`src/rtl/reg_file_be_dbuf.sv`:
```
// rtl/reg_file_be_dbuf.sv - double-buffered byte-lane register file with valid/ready output bank
module reg_file_be_dbuf #(
  parameter int BYTE_W     = 8,
  parameter int DEPTH      = 13,
  parameter int ADDR_WIDTH = 5
) (
  input  logic                      clk,
  input  logic                      rst_n,
  input  logic                      clr,
  input  logic                      wr_mode,
  input  logic                      wren,
  input  logic [ADDR_WIDTH-1:0]     wr_addr,
  input  logic [BYTE_W-1:0]         data,
  output logic                      wr_ready,
  output logic [ADDR_WIDTH:0]       fill_cnt,
  output logic                      q_valid,
  input  logic                      q_ready,
  output logic [DEPTH*BYTE_W-1:0]   q,
  output logic                      ovf,
  output logic                      err
);

  typedef enum logic [0:0] {FILL, XFER} state_e;

  localparam logic [ADDR_WIDTH:0] DEPTH_W = (ADDR_WIDTH+1)'(DEPTH);

  state_e                  state_q;
  logic [BYTE_W-1:0]       bank_q [DEPTH];
  logic [BYTE_W-1:0]       out_q  [DEPTH];
  logic [DEPTH-1:0]        mask_q;
  logic [DEPTH-1:0]        mask_d;
  logic [ADDR_WIDTH:0]     ptr_q;
  logic                    q_valid_q;
  logic                    ovf_q;
  logic                    err_q;

  logic [ADDR_WIDTH-1:0]   lane_sel;
  logic                    lane_in_range;
  logic                    wr_fire;
  logic                    wr_ok;
  logic                    bad_addr;
  logic                    xfer_go;

  // Decode the current write: target lane, legality, and the mask it would produce
  always_comb begin
    wr_fire       = wren && (state_q == FILL);
    lane_sel      = wr_mode ? ptr_q[ADDR_WIDTH-1:0] : wr_addr;
    lane_in_range = wr_mode ? (ptr_q < DEPTH_W) : ({1'b0, wr_addr} < DEPTH_W);
    wr_ok         = wr_fire && lane_in_range;
    bad_addr      = wr_fire && !wr_mode && !lane_in_range;
    xfer_go       = (state_q == XFER) && (!q_valid_q || q_ready);
    mask_d        = mask_q;
    for (int i = 0; i < DEPTH; i++) begin
      if (wr_ok && (lane_sel == i[ADDR_WIDTH-1:0])) begin
        mask_d[i] = 1'b1;
      end
    end
  end

  // Lane-written count is simply the population of the mask
  always_comb begin
    fill_cnt = '0;
    for (int i = 0; i < DEPTH; i++) begin
      fill_cnt = fill_cnt + {{ADDR_WIDTH{1'b0}}, mask_q[i]};
    end
  end

  // Fill/transfer FSM together with both banks and the sticky flags
  always_ff @(posedge clk or negedge rst_n) begin
    if (!rst_n) begin
      state_q   <= FILL;
      mask_q    <= '0;
      ptr_q     <= '0;
      q_valid_q <= 1'b0;
      ovf_q     <= 1'b0;
      err_q     <= 1'b0;
      for (int i = 0; i < DEPTH; i++) begin
        bank_q[i] <= '0;
        out_q[i]  <= '0;
      end
    end else if (clr) begin
      // Abort restarts bookkeeping only; lane data in both banks is kept
      state_q   <= FILL;
      mask_q    <= '0;
      ptr_q     <= '0;
      q_valid_q <= 1'b0;
      ovf_q     <= 1'b0;
      err_q     <= 1'b0;
    end else begin
      if (wren && (state_q != FILL)) begin
        ovf_q <= 1'b1;
      end
      if (bad_addr) begin
        err_q <= 1'b1;
      end
      if (wr_ok) begin
        for (int i = 0; i < DEPTH; i++) begin
          if (lane_sel == i[ADDR_WIDTH-1:0]) begin
            bank_q[i] <= data;
          end
        end
        mask_q <= mask_d;
        if (wr_mode) begin
          ptr_q <= ptr_q + (ADDR_WIDTH+1)'(1);
        end
        if (&mask_d) begin
          state_q <= XFER;
        end
      end
      if (q_valid_q && q_ready) begin
        q_valid_q <= 1'b0;
      end
      // A transfer loading the output bank wins over the consume that frees it
      if (xfer_go) begin
        for (int i = 0; i < DEPTH; i++) begin
          out_q[i] <= bank_q[i];
        end
        q_valid_q <= 1'b1;
        mask_q    <= '0;
        ptr_q     <= '0;
        state_q   <= FILL;
      end
    end
  end

  // Flatten the output bank onto q, lane i at byte position i
  always_comb begin
    q = '0;
    for (int i = 0; i < DEPTH; i++) begin
      q[i*BYTE_W +: BYTE_W] = out_q[i];
    end
  end

  assign wr_ready = (state_q == FILL);
  assign q_valid  = q_valid_q;
  assign ovf      = ovf_q;
  assign err      = err_q;

endmodule

```
`config.mk`:
```
export PLATFORM = sky130hd
export DESIGN_NAME = reg_file_be_dbuf
export DESIGN_NICKNAME = d
export VERILOG_FILES = /design/src/rtl/reg_file_be_dbuf.sv
export SDC_FILE = /design/constraint.sdc
export NUM_CORES = 1
export LEC_CHECK = 0
export BUFFER_PORTS_ARGS = -buffer_cell sky130_fd_sc_hd__buf_4
export CORE_AREA = 2 2 148 150
export CTS_CLUSTER_DIAMETER = 40
export DETAILED_ROUTE_END_ITERATION = 10
export DIE_AREA = 0 0 150 152
export GPL_ROUTABILITY_DRIVEN = 1
export GPL_TIMING_DRIVEN = 0
export SYNTH_ARGS = -nofsm -noshare
export SYNTH_HDL_FRONTEND = slang
export SYNTH_SLANG_ARGS = --single-unit
export TNS_END_PERCENT = 100
```
`constraint.sdc`:
```
create_clock -name clk -period 5.4 [get_ports clk]
set_input_delay 0.54 -clock clk [delete_from_list [all_inputs] [get_ports clk]]
set_output_delay 0.54 -clock clk [all_outputs]
set_load 0.005 [all_outputs]
```
==> After elaboration in Yosys (flattened, before gate mapping) <==
Cells that the tools add are included.
{ "totals": {"reg_bits": 231, "latchBits": 0, "ram_bits": 0, "rom_bits": 0, "inputBits": 19, "output_inout_bits": 114, "elab_cells": 142, "mem_count": 0} }
{ "classes": {"addsub": 13, "mul": 0, "div": 0, "order_cmp": 2, "eq_ne": 12, "shifts": 0, "n_mux": 33, "bitwise_logic": 2, "n_reduce_logical": 48} }
{ "op_table": {"columns": ["op", "n"], "rows": [
  ["$add 6x1->6", 7],
  ["$mux 13", 3],
  ["$reduce_and 3->1", 13],
  ["$eq 5x4->1 const B", 5],
  ["$mux 1", 25],
  ["$mux 6", 4],
  ["$eq 5x3->1 const B", 4],
  ["$logic_and 1x1->1", 20],
  ["$reduce_and 13->1", 1],
  ["$reduce_bool 3->1", 4],
  ["$eq 5x2->1 const B", 2],
  ["$add 5x1->6", 1],
  ["$add 6x1->6 const B", 1],
  ["$lt 6x4->1 const B", 1],
  ["$reduce_and 2->1", 3],
  ["$add 4x1->5", 1],
  ["$eq 5x1->1 const B", 1],
  ["$logic_not 5->1", 1],
  ["$lt 5x4->1 const B", 1],
  ["$mux 5", 1],
  ["$add 3x1->4", 1],
  ["$reduce_bool 2->1", 2],
  ["$add 2x1->3", 1],
  ["$logic_not 1->1", 3],
  ["other kinds (3)", 4]
]} }

==> Logic depth before layout (Yosys ltp) <==
Gate-level depths: netlist (run 1).
{ "depth": {"ltp_word": 12, "ltp_mapped": 10, "depth_no_buf": 10} }

==> Worst setup path before layout (run 1) <==
No wires, ideal clock.
{ "synth_path": {"path_kind": "reg2out", "from": "register mask_q[1]", "to": "output fill_cnt[1]", "t_arrival_ns": 3.242, "required_time_ns": 4.860, "slack_ns": 1.618, "path_stages_with_launch": 11, "n_path_buf": 0, "cell_sequence": "dfrtp_1 > inv_1 > fa_1 > fa_1 > fa_1 > fa_1 > inv_1 > fa_1 > inv_1 > fa_1 > inv_1"} }
{ "synth_via": {"elab_chain_len": 12} }
{ "synth_lines": {"columns": ["item", "line", "rtl"], "rows": [
  ["start: declaration", "30", "logic [DEPTH-1:0] mask_q;"],
  ["start signal: assignment", "102", "mask_q <= mask_d;"],
  ["$add 1x1->2", "64", "fill_cnt = fill_cnt + {{ADDR_WIDTH{1'b0}}, mask_q[i]};"],
  ["$add 2x1->3", "64", null],
  ["$add 3x1->4", "64", null],
  ["$add 4x1->5", "64", null],
  ["$add 5x1->6", "64", null],
  ["$add 6x1->6 (7 in series)", "64", null],
  ["end: declaration", "15", "output logic [ADDR_WIDTH:0] fill_cnt,"]
]} }
Every way passes these cells.

==> Final worst setup path (run 1) <==
Same ends and word-level chain as after synthesis.

==> run summary, run 1 <==
Register Area = 5780 um2
actual slew at the worst max-slew pin = 0.940 ns
flop and latch count out of synthesis = 231
EDFF count, synth = 0
Critical Setup Path Class = register to output port
max-slew violation count = 0
count of different cell masters after synthesis = 49
overall via count from detail_route = 5629
Critical Path Sink Type = output port
row count = 54
wire per inst = 19.6 um
clk_skew = 0.0227 ns
total clock buffers created by CTS = 35
hold_ws = 0.123 ns
fill cell total of the finished layout = 1791
total of endpoints with negative setup slack in the final report = 0
post-layout minimum cycle time = 4.50 ns
Setup WS pre-CTS = 1.40 ns
synth top area cells = dfrtp_1, mux2_2, fa_1
buffers from clock root to sink, at most = 3
library cell with the largest summed area after synthesis = dfrtp_1
data required time at the worst endpoint = 4.86 ns
ratio of cells with drive above 1 in the final layout = 52.4%
DRT Pass-1 Iters = 4
arrival time at the worst endpoint = 3.96 ns
Syn-to-layout area delta = 27.5%
Hold Violations, Final = 0
antenna diode instance count = 0
starting density of the core = 44.0%
yosys synthesis warning count = 0
vias per cell = 5.13
area of the die = 22800 um2
half-perimeter wire length of the detailed placement result = 14.5 mm
clock tree from TritonCTS = built
Final nets = 823
number of antenna violations at the first check in global routing = 1
post_cts resized = 0
sinks on the clock net = 231
Routed Antenna Nets = 0
vertical die dimension = 152 um
status = complete, no violations
CTS H-Tree Depth = 2
Die X-Extent = 150 um
worst max-slew margin expressed relative to the limit = 37.0%
dominant register cell in the synthesized netlist = dfrtp_1
drt drc = 0
Cell Area, Synth = 9400 um2
clock root cell = clkbuf_16
total internal power = 3.44 mW
total wirelength of the detailed-routed design = 21.5 mm
total congestion overflow = 0
Maximum Capacitance Violations = 0
number of placed I/O pins = 133
maximum net fanout on the critical path = 2
setup slack after layout = 0.904 ns
post-synthesis sequential area ratio = 61.5%
gp weighted congestion = 0.839
flop-to-flop setup slack = 2.57 ns
leak pwr = 6.04 nW
switching power as a share of total power = 22.2%
final std cell area, no fill = 12000 um2
worst-skew pair later-pin latency = 0.50 ns
DRC violation total after the first TritonRoute iteration = 191
Reg power frac = 42.4%
Max Fclk = 222 MHz
Clk network pwr share = 52.6%
combinational share of power = 5.0%
async set-reset flop share out of synthesis = 100%
period utilization = 83.3%
synthesized area per cell = 15.1 um2
Cell Pwr Density = 369 nW/um2
largest voltage drop on the vdd net = 0.223 mV
area after detailed placement = 10800 um2
worst min path class = primary input to asynchronous set/reset pin
critical path launch point type = register
hold buffer count at cts = 0
area of the multi-input gates = 3400 um2
core box area = 21400 um2
number of input and output port buffers inserted = 129
Synth top area share = 61.5%
Final Non-Filler Cells = 1097
length in cells of the worst reg-to-reg path = 6
setup TNS after final layout = 0 ns
maximum number of pins on one net before global-route repair = 121
via count of the first global-routing pass = 6059
all-layer global routing usage = 19.7%
postcts setup bufs = 0
wire length of the first global-routing pass = 34.9 mm
placed cell count = 1034
synthesized netlist cell count = 623
unrepaired setup endpoints after global routing = false
switching power summed over all nets = 0.983 mW
Clock transition at path regs = 0.06 ns
[cells in the mapped netlist, drive strengths merged, types with 5 or more instances]
library cell	number
nand2	12
inv	23
fa	8
a31oi	9
nor3b	6
ha	5
nor3	9
clkbuf	22
a21oi	8
mux2	209
buf	8
nor2	25
dfrtp	231
[through the flow]
stage / total power, mW / utilization [%]
after floorplan: 2.02 / -
after global placement: 2.11 / 50.2
after detailed placement: 2.13 / 50.4
after CTS: 4.48 / 56.1
after global routing: 4.58 / 56.1
final: 4.42 / 56.1
[area by class of cell]
type                            instances  area share, %
Inverter                               23          0.721
Multi-Input combinational cell        340           28.3
Tap cell                              280           2.92
Clock inverter                         21           2.35
Timing Repair Buffer                  130           8.38
Sequential cell                       231           48.3
Clock buffer                           42           7.88
Buffer                                 30           1.15
[layer usage]
layer | wire (um) | global-route usage [%] | vias up
li1 | - | - | 2531
met1 | 9570 | 27.4 | 2919
met2 | 10300 | 31.1 | 151
met3 | 1370 | 4.98 | 28
met4 | 291 | 4.81 | 0
met5 | 0 | 0 | -
[flip-flops by register name (all words and copies together) (netlist names)]
register and cells:
q_valid 1, ovf 1, bank_q 104, err 1, state_q 1, ptr_q 6, mask_q 13, q 104
[worst max-delay path, stage by stage, from the launching register on]
cell and delay [ns]:
dfrtp_1 0.37, inv_1 0.11, fa_1 0.44, fa_1 0.53, fa_1 0.43, fa_1 0.50, inv_1 0.05, fa_1 0.39
inv_1 0.08, fa_1 0.40, inv_1 0.06, buf_4 0.10
[power by group through the flow]
| stage | clock network [mW] | logic, mW | registers [mW] |
|---|---|---|---|
| floorplan | 0 | 0.134 | 1.89 |
| global placement | 0 | 0.213 | 1.90 |
| detailed placement | 0 | 0.224 | 1.91 |
| CTS | 2.37 | 0.225 | 1.88 |
| global route | 2.45 | 0.245 | 1.89 |
| finish | 2.33 | 0.219 | 1.88 |
[logic make-up after synthesis]
group | count (synthesis) | synth area share, %
xor+xnor | 3 | 0.280
fa+ha+maj | 13 | 2.37
compound gates | 36 | 2.73
other cells | 1 | 0.0399
mux | 210 | 25.2
flops | 231 | 61.5
simple gates | 76 | 5.53
buf+inv | 53 | 2.38
[cells in the final DEF, fill, tap and decap left out, drive strengths merged, types with 4 or more instances in the layout]
cell type | synthesis | routed
a31oi | 9 | 9
nor2 | 25 | 25
ha | 5 | 5
mux2 | 209 | 209
bufinv | 0 | 5
buf | 8 | 138
dfrtp | 231 | 231
fa | 8 | 8
clkbuf | 22 | 64
nor3 | 9 | 9
nor3b | 6 | 6
clkinv | 0 | 9
a21o | 4 | 4
nand2 | 12 | 12
a21oi | 8 | 8
inv | 23 | 28
nand3b | 4 | 4
[path summary, 6_finish.rpt]
check                                start           to
worst min register to register  bank_q[86]        q[22]
min in group clk                   data[7]   bank_q[15]
worst max register to register    ptr_q[2]   bank_q[12]
worst max-delay path             mask_q[1]  fill_cnt[1]
worst min-delay path                 rst_n         q[9]
max in group asynchronous            rst_n        q[48]
No activity file was read; power rests on OpenSTA's default activity.
==> run 2: changes to the inputs <==
- clock period: 5.4 -> 4.3 ns (I/O delays scaled with it)
==> run 2 against run 1 <==
The flow now finishes with violations (negative setup slack); non-clock buffer count increased by 3; sequential share of layout area decreased by 0.13 points; via count increased by 0.32%; register-to-register slack got worse by 1.1 ns; clock skew decreased by 0.0030 ns; sequential power increased by 26%; design area increased by 0.26%; count of clock-buffer cells in the layout unchanged; largest power group unchanged.
==> run summary, run 2 (synthesis results as in run 1) <==
total clock buffers created by CTS = 35
core box area = 21400 um2
total congestion overflow = 0
arrival time at the worst endpoint = 3.91 ns
Setup WS pre-CTS = 0.406 ns
largest voltage drop on the vdd net = 0.280 mV
antenna diode instance count = 0
Clock transition at path regs = 0.06 ns
vertical die dimension = 152 um
ratio of cells with drive above 1 in the final layout = 53.4%
Worst path slowest cell = fa_1
Final nets = 826
wire per inst = 19.6 um
Cell Pwr Density = 462 nW/um2
overall via count from detail_route = 5647
row count = 54
maximum net fanout on the critical path = 2
post-layout minimum cycle time = 4.34 ns
data required time at the worst endpoint = 3.87 ns
Critical R2R Launch = ptr_q[2]
flop-to-flop setup slack = 1.46 ns
critical path's top delay family = adder cells
worst max-slew margin expressed relative to the limit = 36.8%
RR Endpoint = bank_q[12]
combinational share of power = 5.0%
DRT Pass-1 Iters = 4
delay of the slowest critical-path stage = 0.53 ns
final std cell area, no fill = 12000 um2
status = finished, violations left
switching power as a share of total power = 22.2%
Die X-Extent = 150 um
area after detailed placement = 10800 um2
number of antenna violations at the first check in global routing = 1
final core utilization = 56.3%
worst min path class = primary input to asynchronous set/reset pin
clk_skew = 0.0197 ns
gp weighted congestion = 0.839
vias per cell = 5.13
Routed Antenna Nets = 0
leak pwr = 6.05 nW
total internal power = 4.32 mW
drt drc = 0
Hold Violations, Final = 0
maximum number of pins on one net before global-route repair = 121
Syn-to-layout area delta = 27.8%
worst-skew pair later-pin latency = 0.50 ns
leading cell type in the layout, fill and taps excluded = dfrtp_1
wire length of the first global-routing pass = 35.0 mm
actual slew at the worst max-slew pin = 0.944 ns
number of input and output port buffers inserted = 129
unrepaired setup endpoints after global routing = true
starting density of the core = 44.0%
hold_ws = 0.0107 ns
Max Fclk = 230 MHz
number of placed I/O pins = 133
total of endpoints with negative setup slack in the final report = 1
total wirelength of the detailed-routed design = 21.5 mm
clock root cell = clkbuf_16
period utilization = 101%
via count of the first global-routing pass = 6066
max-slew violation count = 0
CTS H-Tree Depth = 2
cell breakdown of the critical path = inv_2, fa_1, fa_1, fa_1, fa_1, inv_2, fa_2, inv_2, fa_2, inv_2, buf_6
fill cell total of the finished layout = 1793
setup slack after layout = -0.0386 ns
sinks on the clock net = 231
switching power summed over all nets = 1.23 mW
length in cells of the worst reg-to-reg path = 6
half-perimeter wire length of the detailed placement result = 14.5 mm
critical path launch point type = register
Clk network pwr share = 52.6%
Critical Path Sink Type = output port
setup TNS after final layout = -0.0386 ns
most used cells in the layout excluding fill and tap cells = dfrtp_1, mux2_2, buf_4, clkbuf_16, clkbuf_1
Reg power frac = 42.4%
Maximum Capacitance Violations = 0
Critical Setup Path Class = register to output port
all-layer global routing usage = 19.7%
buffers from clock root to sink, at most = 3
DRC violation total after the first TritonRoute iteration = 201
clock tree from TritonCTS = built
failing checks = negative setup slack
CP bufs+invs = 5
area of the die = 22800 um2
-- run 2: cell types whose count changed in the layout (fill, tap and decap cells not counted), sizes merged --
cell  before  now
buf      138  141
-- run 2: metal layers --
metal,vias up,global-route usage (%),part of all wire (%)
met5,-,0,0
met4,0,4.81,1.3
met3,25,4.92,6.3
met2,142,31.3,48
met1,2938,27.5,44
li1,2542,-,-
-- run 2: final cells by class --
class,instances,area (um2),area share [%]
clock buffer,42,943,7.85
timing repair buffer,133,1030,8.57
multi-input combinational,340,3400,28.3
clock inverter,21,282,2.34
buffer,30,138,1.15
tap,280,350,2.92
sequential,231,5780,48.1
inverter,23,86.3,0.719
-- run 2: metrics by stage --
| step | power, mW | instances |
|---|---|---|
| 2_1_floorplan | 2.54 | 624 |
| 3_3_place_gp | 2.65 | 1033 |
| 3_5_place_dp | 2.68 | 1034 |
| 4_1_cts | 5.62 | 1097 |
| 5_1_grt | 5.76 | 1100 |
| 6_report | 5.55 | 1100 |
-- run 2: worst max-delay path by stage --
stage                     startpoint          end  slack (ns)  cells after the start
final                      mask_q[3]  fill_cnt[1]       -0.04                     11
after global routing       mask_q[3]  fill_cnt[1]       -0.16                     11
after CTS                  mask_q[0]  fill_cnt[1]       -0.05                     11
after detailed placement   mask_q[1]  fill_cnt[1]        0.41                     11
after global placement     mask_q[1]  fill_cnt[1]        0.42                     11
after floorplan            mask_q[1]  fill_cnt[1]        0.63                     10
-- run 2: power groups by stage --
stage | Combinational [mW] | Clock, mW | Sequential [mW]
2_1_floorplan | 0.169 | 0 | 2.37
3_3_place_gp | 0.268 | 0 | 2.39
3_5_place_dp | 0.281 | 0 | 2.40
4_1_cts | 0.283 | 2.98 | 2.36
5_1_grt | 0.310 | 3.08 | 2.37
6_report | 0.278 | 2.92 | 2.36
-- run 2: repair_timing --
action | in CTS | in global routing
endpoints found under the setup margin | 2 | 2
hold buffers | 0 | 0
resized for setup | 2 | 6
setup buffers | 0 | 3
pin swaps | 1 | 2
